### src/rtl/lsu.sv
// Load/store unit: turns mem-stage load/store requests into single-beat bus
// accesses, with lane steering, load extension, misalignment and timeout checks.
module lsu #(
  parameter int XLEN    = 32,
  parameter int TIMEOUT = 16
) (
  input  logic            clk_i,
  input  logic            rst_n_i,
  input  logic [XLEN-1:0] addr_i,
  input  logic [XLEN-1:0] wr_data_i,
  input  logic [3:0]      dram_wr_byte_en_i,
  input  logic [2:0]      dram_rd_sel_i,
  output logic            bus_req_o,
  output logic            bus_we_o,
  output logic [XLEN-1:0] bus_addr_o,
  output logic [3:0]      bus_be_o,
  output logic [XLEN-1:0] bus_wdata_o,
  input  logic            bus_ack_i,
  input  logic [XLEN-1:0] bus_rdata_i,
  output logic            stall_o,
  output logic [XLEN-1:0] rd_data_o,
  output logic            rd_valid_o,
  output logic            misalign_o,
  output logic            bus_err_o
);

  localparam int CW = (TIMEOUT > 2) ? $clog2(TIMEOUT) : 1;
  localparam logic [CW-1:0] LIMIT = CW'(TIMEOUT - 1);

  typedef enum logic [1:0] {IDLE, REQ, DONE} state_t;

  state_t          state_q, state_d;
  logic [CW-1:0]   cnt_q;
  logic [2:0]      sel_q;
  logic [1:0]      off_q;
  logic            st_req, ld_req, any_req;
  logic            is_half, is_word, misaligned;
  logic            can_issue, accept, at_limit, ack_ok, expire;
  logic [3:0]      size_en;
  logic [7:0]      lane_b;
  logic [15:0]     lane_h;
  logic [XLEN-1:0] load_val;

  // Request decode: a store outranks a simultaneous load
  always_comb begin
    st_req  = dram_wr_byte_en_i != 4'b0000;
    ld_req  = (dram_rd_sel_i >= 3'd1) && (dram_rd_sel_i <= 3'd5);
    any_req = st_req || ld_req;
    size_en = 4'b0000;
    is_half = 1'b0;
    is_word = 1'b0;
    if (st_req) begin
      size_en = dram_wr_byte_en_i;
      is_half = dram_wr_byte_en_i == 4'b0011;
      is_word = dram_wr_byte_en_i == 4'b1111;
    end else if (ld_req) begin
      case (dram_rd_sel_i)
        3'd1, 3'd4: size_en = 4'b0001;
        3'd2, 3'd5: begin size_en = 4'b0011; is_half = 1'b1; end
        default:    begin size_en = 4'b1111; is_word = 1'b1; end
      endcase
    end
    misaligned = (is_half && addr_i[0]) || (is_word && (addr_i[1:0] != 2'b00));
    can_issue  = state_q != REQ;
    accept     = can_issue && any_req && !misaligned;
    at_limit   = cnt_q == LIMIT;
    ack_ok     = (state_q == REQ) && bus_ack_i;
    expire     = (state_q == REQ) && !bus_ack_i && at_limit;
  end

  always_ff @(posedge clk_i or negedge rst_n_i) begin
    if (!rst_n_i) state_q <= IDLE;
    else          state_q <= state_d;
  end

  always_comb begin
    state_d = state_q;
    case (state_q)
      REQ: begin
        if (bus_ack_i)   state_d = bus_we_o ? IDLE : DONE;
        else if (expire) state_d = IDLE;
      end
      default: state_d = accept ? REQ : IDLE;
    endcase
  end

  // Stall is gated by reset so it collapses the instant reset asserts
  always_comb begin
    bus_req_o  = state_q == REQ;
    rd_valid_o = state_q == DONE;
    stall_o    = rst_n_i && (accept || ((state_q == REQ) && !bus_ack_i && !at_limit));
  end

  always_comb begin
    lane_b = bus_rdata_i[{off_q, 3'b000} +: 8];
    lane_h = bus_rdata_i[{off_q[1], 4'b0000} +: 16];
    case (sel_q)
      3'd1:    load_val = {{(XLEN-8){lane_b[7]}}, lane_b};
      3'd2:    load_val = {{(XLEN-16){lane_h[15]}}, lane_h};
      3'd4:    load_val = {{(XLEN-8){1'b0}}, lane_b};
      3'd5:    load_val = {{(XLEN-16){1'b0}}, lane_h};
      default: load_val = bus_rdata_i;
    endcase
  end

  always_ff @(posedge clk_i or negedge rst_n_i) begin
    if (!rst_n_i) begin
      cnt_q       <= '0;
      sel_q       <= 3'd0;
      off_q       <= 2'b00;
      bus_we_o    <= 1'b0;
      bus_addr_o  <= '0;
      bus_be_o    <= 4'b0000;
      bus_wdata_o <= '0;
      rd_data_o   <= '0;
      misalign_o  <= 1'b0;
      bus_err_o   <= 1'b0;
    end else begin
      misalign_o <= can_issue && any_req && misaligned;
      bus_err_o  <= expire;
      if ((state_q == REQ) && !bus_ack_i && !at_limit) cnt_q <= cnt_q + CW'(1);
      else                                             cnt_q <= '0;
      if (accept) begin
        bus_addr_o  <= {addr_i[XLEN-1:2], 2'b00};
        bus_we_o    <= st_req;
        bus_be_o    <= size_en << addr_i[1:0];
        bus_wdata_o <= wr_data_i << {addr_i[1:0], 3'b000};
        sel_q       <= st_req ? 3'd0 : dram_rd_sel_i;
        off_q       <= addr_i[1:0];
      end
      if (ack_ok && !bus_we_o) rd_data_o <= load_val;
    end
  end

endmodule

### config.mk
export PLATFORM = sky130hd
export DESIGN_NAME = lsu
export DESIGN_NICKNAME = d
export VERILOG_FILES = /design/src/rtl/lsu.sv
export SDC_FILE = /design/constraint.sdc
export NUM_CORES = 1
export LEC_CHECK = 0
export ABC_AREA = 1
export CORE_ASPECT_RATIO = 1.4
export CORE_UTILIZATION = 50
export CTS_BUF_LIST = sky130_fd_sc_hd__clkbuf_2 sky130_fd_sc_hd__clkbuf_4 sky130_fd_sc_hd__clkbuf_8
export CTS_CLUSTER_DIAMETER = 200
export DETAILED_ROUTE_END_ITERATION = 10
export PLACE_DENSITY = 0.89
export SYNTH_ARGS = -nofsm -noshare
export SYNTH_HDL_FRONTEND = slang
export SYNTH_SLANG_ARGS = --single-unit
### constraint.sdc
create_clock -name clk_i -period 4.2 [get_ports clk_i]
set_input_delay 0.63 -clock clk_i [delete_from_list [all_inputs] [get_ports clk_i]]
set_output_delay 0.63 -clock clk_i [all_outputs]
set_load 0.01 [all_outputs]
==> results of run 1 <==
==> worst paths after layout <==
check,from,to,cells past startpoint
worst max-delay path,dram_rd_sel_i[2],stall_o,8
worst min-delay path,rst_n_i,bus_wdata_o[4],2
worst max register to register,state_q[1],bus_wdata_o[30],10
worst min register to register,cnt_q[0],cnt_q[0],1
max in group asynchronous,rst_n_i,bus_addr_o[16],3
min in group clk_i,cnt_q[0],cnt_q[0],1
==> registers in the layout, summed over array words and instances (netlist names), 2 cells and up <==
name / cells
bus_wdata_o: 32
rd_data_o: 32
bus_addr_o: 30
bus_be_o: 4
cnt_q: 4
sel_q: 3
off_q: 2
state_q: 2
==> layout make-up <==
| type | instances | area share [%] |
|---|---|---|
| Inverter | 42 | 1.97 |
| Timing Repair Buffer | 217 | 26.9 |
| Clock inverter | 6 | 0.956 |
| Clock buffer | 10 | 1.65 |
| Tap cell | 141 | 2.21 |
| Multi-Input combinational cell | 550 | 31.2 |
| Sequential cell | 112 | 35.1 |
==> power by group through the flow <==
stage                     clock (mW)  sequential [mW]  combinational [mW]
after floorplan                    0             2.01                1.11
after global placement             0             1.85                2.46
final                          0.675             1.85                2.50
after CTS                      0.692             1.85                2.51
after global routing           0.740             1.91                2.74
after detailed placement           0             1.86                2.51
==> metrics by stage <==
step	cell area, µm²	setup WS (ns)	cells	utilization (%)	hold WS, ns
after floorplan	5700	1.94	746	-	0.334
after global placement	7780	1.05	1062	70.8	0.454
after detailed placement	7780	1.02	1062	70.8	0.465
after CTS	7980	1.03	1078	72.7	0.426
after global routing	7980	0.830	1078	72.7	0.447
final	7980	0.977	1078	72.7	0.413
==> logic make-up after synthesis <==
family	synth area share [%]
compound gates	12.2
xor+xnor	0.308
fa+ha+maj	0.220
buf+inv	7.25
flops	49.2
mux	0.527
other cells	0.0659
simple gates	30.2
==> cells in the final DEF (no fill, tap or decap), drive strengths merged, types with 2 or more instances in the layout <==
cell / count
buf: 9
inv: 43
o21ai: 54
a21oi: 25
a221oi: 8
nand2: 314
clkinv: 4
clkdlybuf4s50: 208
nor3: 3
conb: 2
dfrtp: 112
clkbuf: 10
a22oi: 8
mux2i: 3
nand3: 51
o211ai: 2
nor2: 56
a21boi: 2
a31oi: 16
==> per-layer routing <==
layer  GRT usage [%]  vias up  part of all wire, %
li1                -     2768                    -
met1            36.5     2617                   37
met2            47.2      302                   48
met3            9.13       47                   10
met4            14.6        0                  3.9
met5               0        -                    0
==> metrics.txt, run 1 <==
Antenna Nets Post-Route=0; CP peak stage delay=0.62 ns; Worst R2R Setup Slack=1.86 ns; Num CTS Buffers=9; core footprint=11000 µm²; Clock Pin Slew Worst Setup and Hold Paths=0.10 ns; Max Cap Viol=0; family with the most delay on the worst path=buffers and inverters; #FFs+latches synth=112; first-pass GRT wire length=27300 µm; area of the multi-input gates=2490 µm²; Avg Cell Area, Syn=7.64 µm²; Routed WL=16700 µm; Seq pwr share=36.8%; achievable frequency=310 MHz; Final Critical Period=3.22 ns; IO Pins=212; Post-synth ARST share=100%; drt via density=5.32; NumNets Final=1039; Post-CTS Setup Bufs=0; count leader, synth=nand2_1; critical-path cell list=clkdlybuf4s50_1 -> nor2_1 -> nand2_1 -> nand2_1 -> a21oi_1 -> nand3_4 -> a21boi_0 -> clkdlybuf4s50_1; # resized after CTS=0; DR iter-0 viols=317; Max VDD drop=0.000397 V; initial antenna violation count=0; dominant cell type by area after synthesis=dfrtp_1; status=completed; RSZ-0062 raised after global routing=false; fill count=842; Pre-antenna DRT Iters=5; clk_lat worst skew=0.38 ns; Rows=45; post-route setup TNS=0 ns; Primary FF master, synth=dfrtp_1; CP Class=primary input to output port; Final period util=76.7%; Starting Density=51.9%; CTS Sinks=112; Yosys top cell area share=49.2%; largest net degree at the start of global routing=103; Post-synth EDFFs=0; Routed WL per cell=15.5 µm; synthesized area=5690 µm²; Worst EP arrival=2.59 ns; RePlAce Congestion=0.918; Setup Viol. Count Final=0; Die ar.=11800 µm²; switching share of power=39.5%; CP max FO=5; synth unique cells=35; maximum root-to-sink buffer count=2; CTS tree=yes; clock group share of total power=13.4%; routed vias=5734; Synth top cells by count=312 x nand2_1, 112 x dfrtp_1, 53 x nor2_1; Synth Instances=745; Slew @ Worst Pin=1.24 ns; slowest stage cell, crit path=clkdlybuf4s50_1; GR Overflow Total=0; Setup crit start kind=primary input; Total Power=5.03 mW; max-slew violations=0; clk_skew=0.00858 ns; CTS H-tree lvls=3; FF+latch area=2800 µm²; CP endpoint kind=output port; worst rel slew slack=17.1%; gr usage total=29.6%; internal power component=3.04 mW; clk root buf=clkbuf_8; Fin. Hold Viols=0; Crit path buffers/inverters=2; PD cells=630 nW/µm²; share of cells above drive strength 1=5.44%; Die X=92.2 µm; Leakage=3.76 nW; DP Wirelength=11900 µm; register area share after synthesis=49.2%; cts hold-fix bufs=0; YS warnings=0; number of global-route vias before repair=5592; hold crit path type=primary input to async pin; net switching power=1.99 mW; Gate power share=49.8%; Port Buffer Count=209; diode count=0; Syn-to-layout area delta=40.2%; Synth area leaders=dfrtp_1 49%, nand2_1 21%, nand3_1 4.2%, nor2_1 3.5%, a21oi_1 2.2%; Die Y=128 µm; Residual DRC=0; WP data required=3.57 ns
Power figures use the tool's default switching activity.
==> inputs of run 2 (changes only) <==
- CORE_UTILIZATION: 50 -> 42
- PLACE_DENSITY: 0.89 -> 0.8
- clock period: 4.2 -> 2.71 ns (I/O delays scaled with it)
==> metrics.txt, run 2 (same netlist as run 1, synthesis figures left out) <==
Die X=100 µm (was 92.2 µm); Worst EP arrival=2.58 ns (was 2.59 ns); Setup crit start kind=primary input (unchanged); commonest non-fill, non-tap cell in the layout=nand2_1 (unchanged); clk_skew=0.00990 ns (was 0.00858 ns); internal power component=4.69 mW (was 3.04 mW); Total Power=7.75 mW (was 5.03 mW); Slew @ Worst Pin=1.07 ns (was 1.24 ns); Seq pwr share=37.1% (was 36.8%); core footprint=13300 µm² (was 11000 µm²); Routed WL per cell=14.6 µm (was 15.5 µm); Num CTS Buffers=9 (unchanged); achievable frequency=441 MHz; Port Buffer Count=209 (unchanged); Setup Viol. Count Final=0 (unchanged); NumNets Final=1054 (was 1039); Max VDD drop=0.000599 V (was 0.000397 V); GR Overflow Total=0 (unchanged); Final period util=83.6%; Leakage=3.84 nW (was 3.76 nW); largest net degree at the start of global routing=57 (was 103); CTS H-tree lvls=3 (unchanged); Die Y=140 µm (was 128 µm); Max Cap Viol=0 (unchanged); CP max FO=56 (was 5); IO Pins=212 (unchanged); number of global-route vias before repair=5549 (was 5592); DP Wirelength=11900 µm (about the same); routed vias=5674 (was 5734); share of cells above drive strength 1=6.93% (was 5.44%); PD cells=951 nW/µm² (was 630 nW/µm²); CTS tree=yes (unchanged); status=completed (unchanged); CTS Sinks=112 (unchanged); commonest cells after routing, fill and taps aside=312 x nand2_1, 206 x clkdlybuf4s50_1, 112 x dfrtp_1 (was 312 x nand2_1, 208 x clkdlybuf4s50_1, 112 x dfrtp_1); worst rel slew slack=28.5% (was 17.1%); Rows=50 (was 45); net switching power=3.07 mW (was 1.99 mW); clk_lat worst skew=0.38 ns (about the same); first-pass GRT wire length=26600 µm (was 27300 µm); Fin. Hold Viols=0 (unchanged); gr usage total=23.9% (was 29.6%); Starting Density=42.7% (was 51.9%); Residual DRC=0 (unchanged); max-slew violations=0 (unchanged); maximum root-to-sink buffer count=2 (unchanged); WP data required=3.02 ns (was 3.57 ns); Antenna Nets Post-Route=0 (unchanged); diode count=0 (unchanged); largest registers=bus_wdata_o x32, rd_data_o x32, bus_addr_o x30 (unchanged); post-route setup TNS=0 ns (unchanged); Pre-antenna DRT Iters=4 (was 5); clk root buf=clkbuf_8 (unchanged); CP endpoint kind=flip-flop (was output port); Clock Pin Slew Worst Setup and Hold Paths=0.11 ns (was 0.10 ns); switching share of power=39.5% (about the same); Routed WL=16500 µm (was 16700 µm); Syn-to-layout area delta=43.1% (was 40.2%); hold crit path type=primary input to async pin (unchanged); RSZ-0062 raised after global routing=false (unchanged); Die ar.=14000 µm² (was 11800 µm²); drt via density=5.00 (was 5.32); clock group share of total power=12.8% (was 13.4%); Final Critical Period=2.27 ns; DR iter-0 viols=304 (was 317); CP Class=primary input to flip-flop (was primary input to output port); Gate power share=50.1% (was 49.8%); RePlAce Congestion=0.870 (was 0.918); initial antenna violation count=0 (unchanged); Layout Utilization=61.1% (was 72.7%)
[run 2: cell types whose count changed in the layout (fill, tap and decap cells not counted), moves of 2 or more]
cell             before  now
clkinv_4              3    0
clkdlybuf4s50_1     208  206
buf_4                 9   23
dlymetal6s2s_1        0    2
[run 2: critical path: stages]
cell             delay, ns
clkdlybuf4s50_1       0.54
inv_2                 0.06
o21ai_1               0.15
nand2_1               0.07
nand2_1               0.06
nand3_1               0.13
nand3_4               0.11
buf_4                 0.48
buf_4                 0.37
nand2_1               0.09
o21ai_1               0.07
[run 2: cell type report]
| class | count | area (µm²) |
|---|---|---|
| multi-input combinational | 550 | 2490 |
| sequential | 112 | 2800 |
| inverter | 42 | 158 |
| clock buffer | 11 | 145 |
| tap | 182 | 228 |
| clock inverter | 5 | 51.3 |
| timing repair buffer | 232 | 2270 |
| fill | 1167 | 5180 |
[run 2: per-layer routing]
layer / up-vias / track usage [%] / wire length, µm
met4: 0 / 10.4 / 508
met2: 268 / 40.1 / 8060
met5: - / 0 / 0
met1: 2581 / 29.3 / 6610
li1: 2795 / - / -
met3: 30 / 5.32 / 1330
[run 2: through the flow]
step,setup slack (ns),instance area [µm²],instances,hold slack [ns]
final,0.444,8150,1134,0.403
after detailed placement,0.0235,7930,1117,0.263
after CTS,0.0169,8140,1134,0.371
after floorplan,0.894,5700,746,0.111
after global routing,0.268,8150,1134,0.380
after global placement,0.0793,7930,1117,0.259
[run 2: final timing paths]
check,start,to,slack [ns],cells after the start
setup / recovery,dram_rd_sel_i[0],bus_wdata_o[3],0.44,11
min in group clk_i,dram_rd_sel_i[1],sel_q[1],0.45,3
max in group asynchronous,rst_n_i,rd_data_o[8],0.74,4
hold / removal,rst_n_i,bus_addr_o[24],0.40,2
setup reg to reg,sel_q[2],rd_data_o[12],0.75,7
hold reg to reg,cnt_q[0],cnt_q[0],0.47,1
[run 2: power by group through the flow]
stage | combinational [mW] | sequential, mW | clock [mW]
floorplan | 1.72 | 3.12 | 0
global placement | 3.83 | 2.90 | 0
detailed placement | 3.92 | 2.88 | 0
CTS | 3.92 | 2.88 | 1.03
global route | 4.26 | 2.97 | 1.09
finish | 3.88 | 2.88 | 0.990
[run 2: timing repair]
action / in CTS / in global routing
endpoints found under the setup margin: 0 / 1
buffers inserted: 0 / 0
hold buffers: 1 / 0
gates resized for setup: 0 / 3
endpoints found under the hold margin: 12 / 0
==> inputs of run 3 (changes only) <==
- CORE_UTILIZATION: 42 -> 46
- PLACE_DENSITY: 0.8 -> 0.83
- clock period: 2.71 -> 2.15 ns (I/O delays scaled with it)
==> metrics.txt, run 3 (same netlist as run 1, synthesis figures left out) <==
GR Overflow Total=0 (unchanged); max-slew violations=0 (unchanged); first-pass GRT wire length=27100 µm (was 26600 µm); maximum root-to-sink buffer count=2 (unchanged); slowest stage cell, crit path=clkdlybuf4s50_1 (unchanged); gr usage total=27.4% (was 23.9%); RSZ-0062 raised after global routing=false (unchanged); Starting Density=47.7% (was 42.7%); Slew @ Worst Pin=0.768 ns (was 1.07 ns); Post-CTS Setup Bufs=0 (unchanged); Syn-to-layout area delta=44.2% (was 43.1%); Rows=47 (was 50); Setup Viol. Count Final=0 (unchanged); largest registers=bus_wdata_o x32, rd_data_o x32, bus_addr_o x30 (unchanged); Die ar.=12800 µm² (was 14000 µm²); Max Cap Viol=0 (unchanged); achievable frequency=492 MHz; worst rel slew slack=48.7% (was 28.5%); clk root buf=clkbuf_8 (unchanged); Port Buffer Count=209 (unchanged); Max VDD drop=0.000708 V (was 0.000599 V); Die Y=134 µm (was 140 µm); clk_skew=0.0156 ns (was 0.00990 ns); hold crit path type=primary input to async pin (unchanged); RePlAce Congestion=0.899 (was 0.870); routed vias=5760 (was 5674); cts hold-fix bufs=0 (was 1); diode count=0 (unchanged); Worst EP arrival=1.71 ns (was 2.58 ns); CTS Sinks=112 (unchanged); Residual DRC=0 (unchanged); Antenna Nets Post-Route=0 (unchanged); drt via density=5.20 (was 5.00); commonest non-fill, non-tap cell in the layout=nand2_1 (unchanged); critical-path cell list=clkdlybuf4s50_1 -> inv_2 -> nand2_1 -> nand2_1 -> a21oi_2 -> nand3_4 -> a21boi_0 -> buf_2 (was clkdlybuf4s50_1 -> inv_2 -> o21ai_1 -> nand2_1 -> nand2_1 -> nand3_1 -> nand3_4 -> buf_4 -> buf_4 -> nand2_1 -> o21ai_1); commonest cells after routing, fill and taps aside=312 x nand2_1, 205 x clkdlybuf4s50_1, 112 x dfrtp_1 (was 312 x nand2_1, 206 x clkdlybuf4s50_1, 112 x dfrtp_1); Crit path buffers/inverters=3 (was 4); clk_lat worst skew=0.39 ns (was 0.38 ns); Routed WL per cell=15.3 µm (was 14.6 µm); number of global-route vias before repair=5465 (was 5549); core footprint=11900 µm² (was 13300 µm²); Pre-antenna DRT Iters=5 (was 4); Num CTS Buffers=9 (unchanged); CP Class=primary input to output port (was primary input to flip-flop); family with the most delay on the worst path=buffers and inverters (unchanged); CP dominant cell by count=nand2_1 (unchanged); share of cells above drive strength 1=8.13% (was 6.93%); CTS H-tree lvls=3 (unchanged); initial antenna violation count=0 (unchanged); WP data required=1.83 ns (was 3.02 ns); Die X=96.0 µm (was 100 µm); Fin. Hold Viols=0 (unchanged); hold slack final=0.0140 ns (was 0.403 ns); CP peak stage delay=0.53 ns (was 0.54 ns); CP endpoint kind=output port (was flip-flop); Final Critical Period=2.03 ns; Clock Pin Slew Worst Setup and Hold Paths=0.10 ns (was 0.11 ns); Final period util=94.5%; DR iter-0 viols=323 (was 304); Layout Utilization=68.8% (was 61.1%); CTS tree=yes (unchanged); IO Pins=212 (unchanged); CP max FO=3 (was 56); Leakage=3.88 nW (was 3.84 nW); DP Wirelength=12300 µm (was 11900 µm); NumNets Final=1062 (was 1054); PD cells=1210 nW/µm² (was 951 nW/µm²); largest net degree at the start of global routing=113 (was 57); status=completed (unchanged); fill count=997 (was 1167); Routed WL=16900 µm (was 16500 µm); Setup crit start kind=primary input (unchanged)
run 3: cell count changes in the layout (fill, tap and decap cells not counted), sizes merged:
cell | previous run | this run
buf | 23 | 33
clkinv | 3 | 5
dlygate4sd2 | 0 | 2
dlymetal6s2s | 2 | 0
clkbuf | 11 | 10
clkdlybuf4s50 | 206 | 205
dlygate4sd3 | 1 | 0
inv | 43 | 42
run 3: worst register-to-register path, cell delays in order (launching register included):
cell     delay (ns)
dfrtp_1        0.45
inv_1          0.46
nand2_1        0.18
o21ai_0        0.18
nand2_1        0.09
nand2_1        0.07
nand2_1        0.04
nand2_1        0.07
nand2_1        0.04
nand3_1        0.07
nand2_1        0.05
run 3: repair_timing:
item	CTS	global route
endpoints found under the setup margin	1	22
resized for setup	8	3
pin swaps	0	1
run 3: final cells by class:
cell class,count,area (µm²),share of cell area [%]
Tap cell,147,184,2.24
Timing Repair Buffer,240,2360,28.7
Clock inverter,6,66.3,0.808
Inverter,42,158,1.92
Sequential cell,112,2800,34.1
Clock buffer,10,138,1.68
Multi-Input combinational cell,550,2500,30.5
run 3: per-layer routing:
| metal | vias to the layer above | part of all wire [%] | GRT usage [%] |
|---|---|---|---|
| met5 | - | 0 | 0 |
| met4 | 0 | 2.4 | 9.12 |
| met3 | 31 | 7.7 | 5.54 |
| met2 | 282 | 50 | 45.4 |
| met1 | 2633 | 40 | 35.4 |
| li1 | 2814 | - | - |
run 3: final timing paths:
kind	startpoint	endpoint	slack, ns	cells past startpoint
min reg2reg	cnt_q[0]	cnt_q[0]	0.46	1
max	dram_rd_sel_i[0]	stall_o	0.12	8
max reg2reg	off_q[1]	rd_data_o[2]	0.35	10
min in group clk_i	addr_i[23]	bus_addr_o[23]	0.45	3
max in group asynchronous	rst_n_i	sel_q[2]	1.66	2
min	rst_n_i	bus_wdata_o[3]	0.01	2
run 3: through the flow:
stage / power, mW / instance area [µm²] / instances / setup TNS (ns) / setup slack [ns]
5_1_grt: 10.6 / 8210 / 1107 / 0 / 0.0206
3_3_place_gp: 8.59 / 7990 / 1091 / -9.35 / -0.350
6_report: 9.94 / 8210 / 1107 / 0 / 0.118
2_1_floorplan: 6.10 / 5700 / 746 / 0 / 0.475
3_5_place_dp: 8.68 / 7990 / 1091 / -15.07 / -0.420
4_1_cts: 9.99 / 8200 / 1107 / 0 / 0.0303
run 3: power breakdown:
part	switching, mW	internal (mW)
clock network	0.787	0.482
registers	0.570	3.02
logic	2.60	2.48
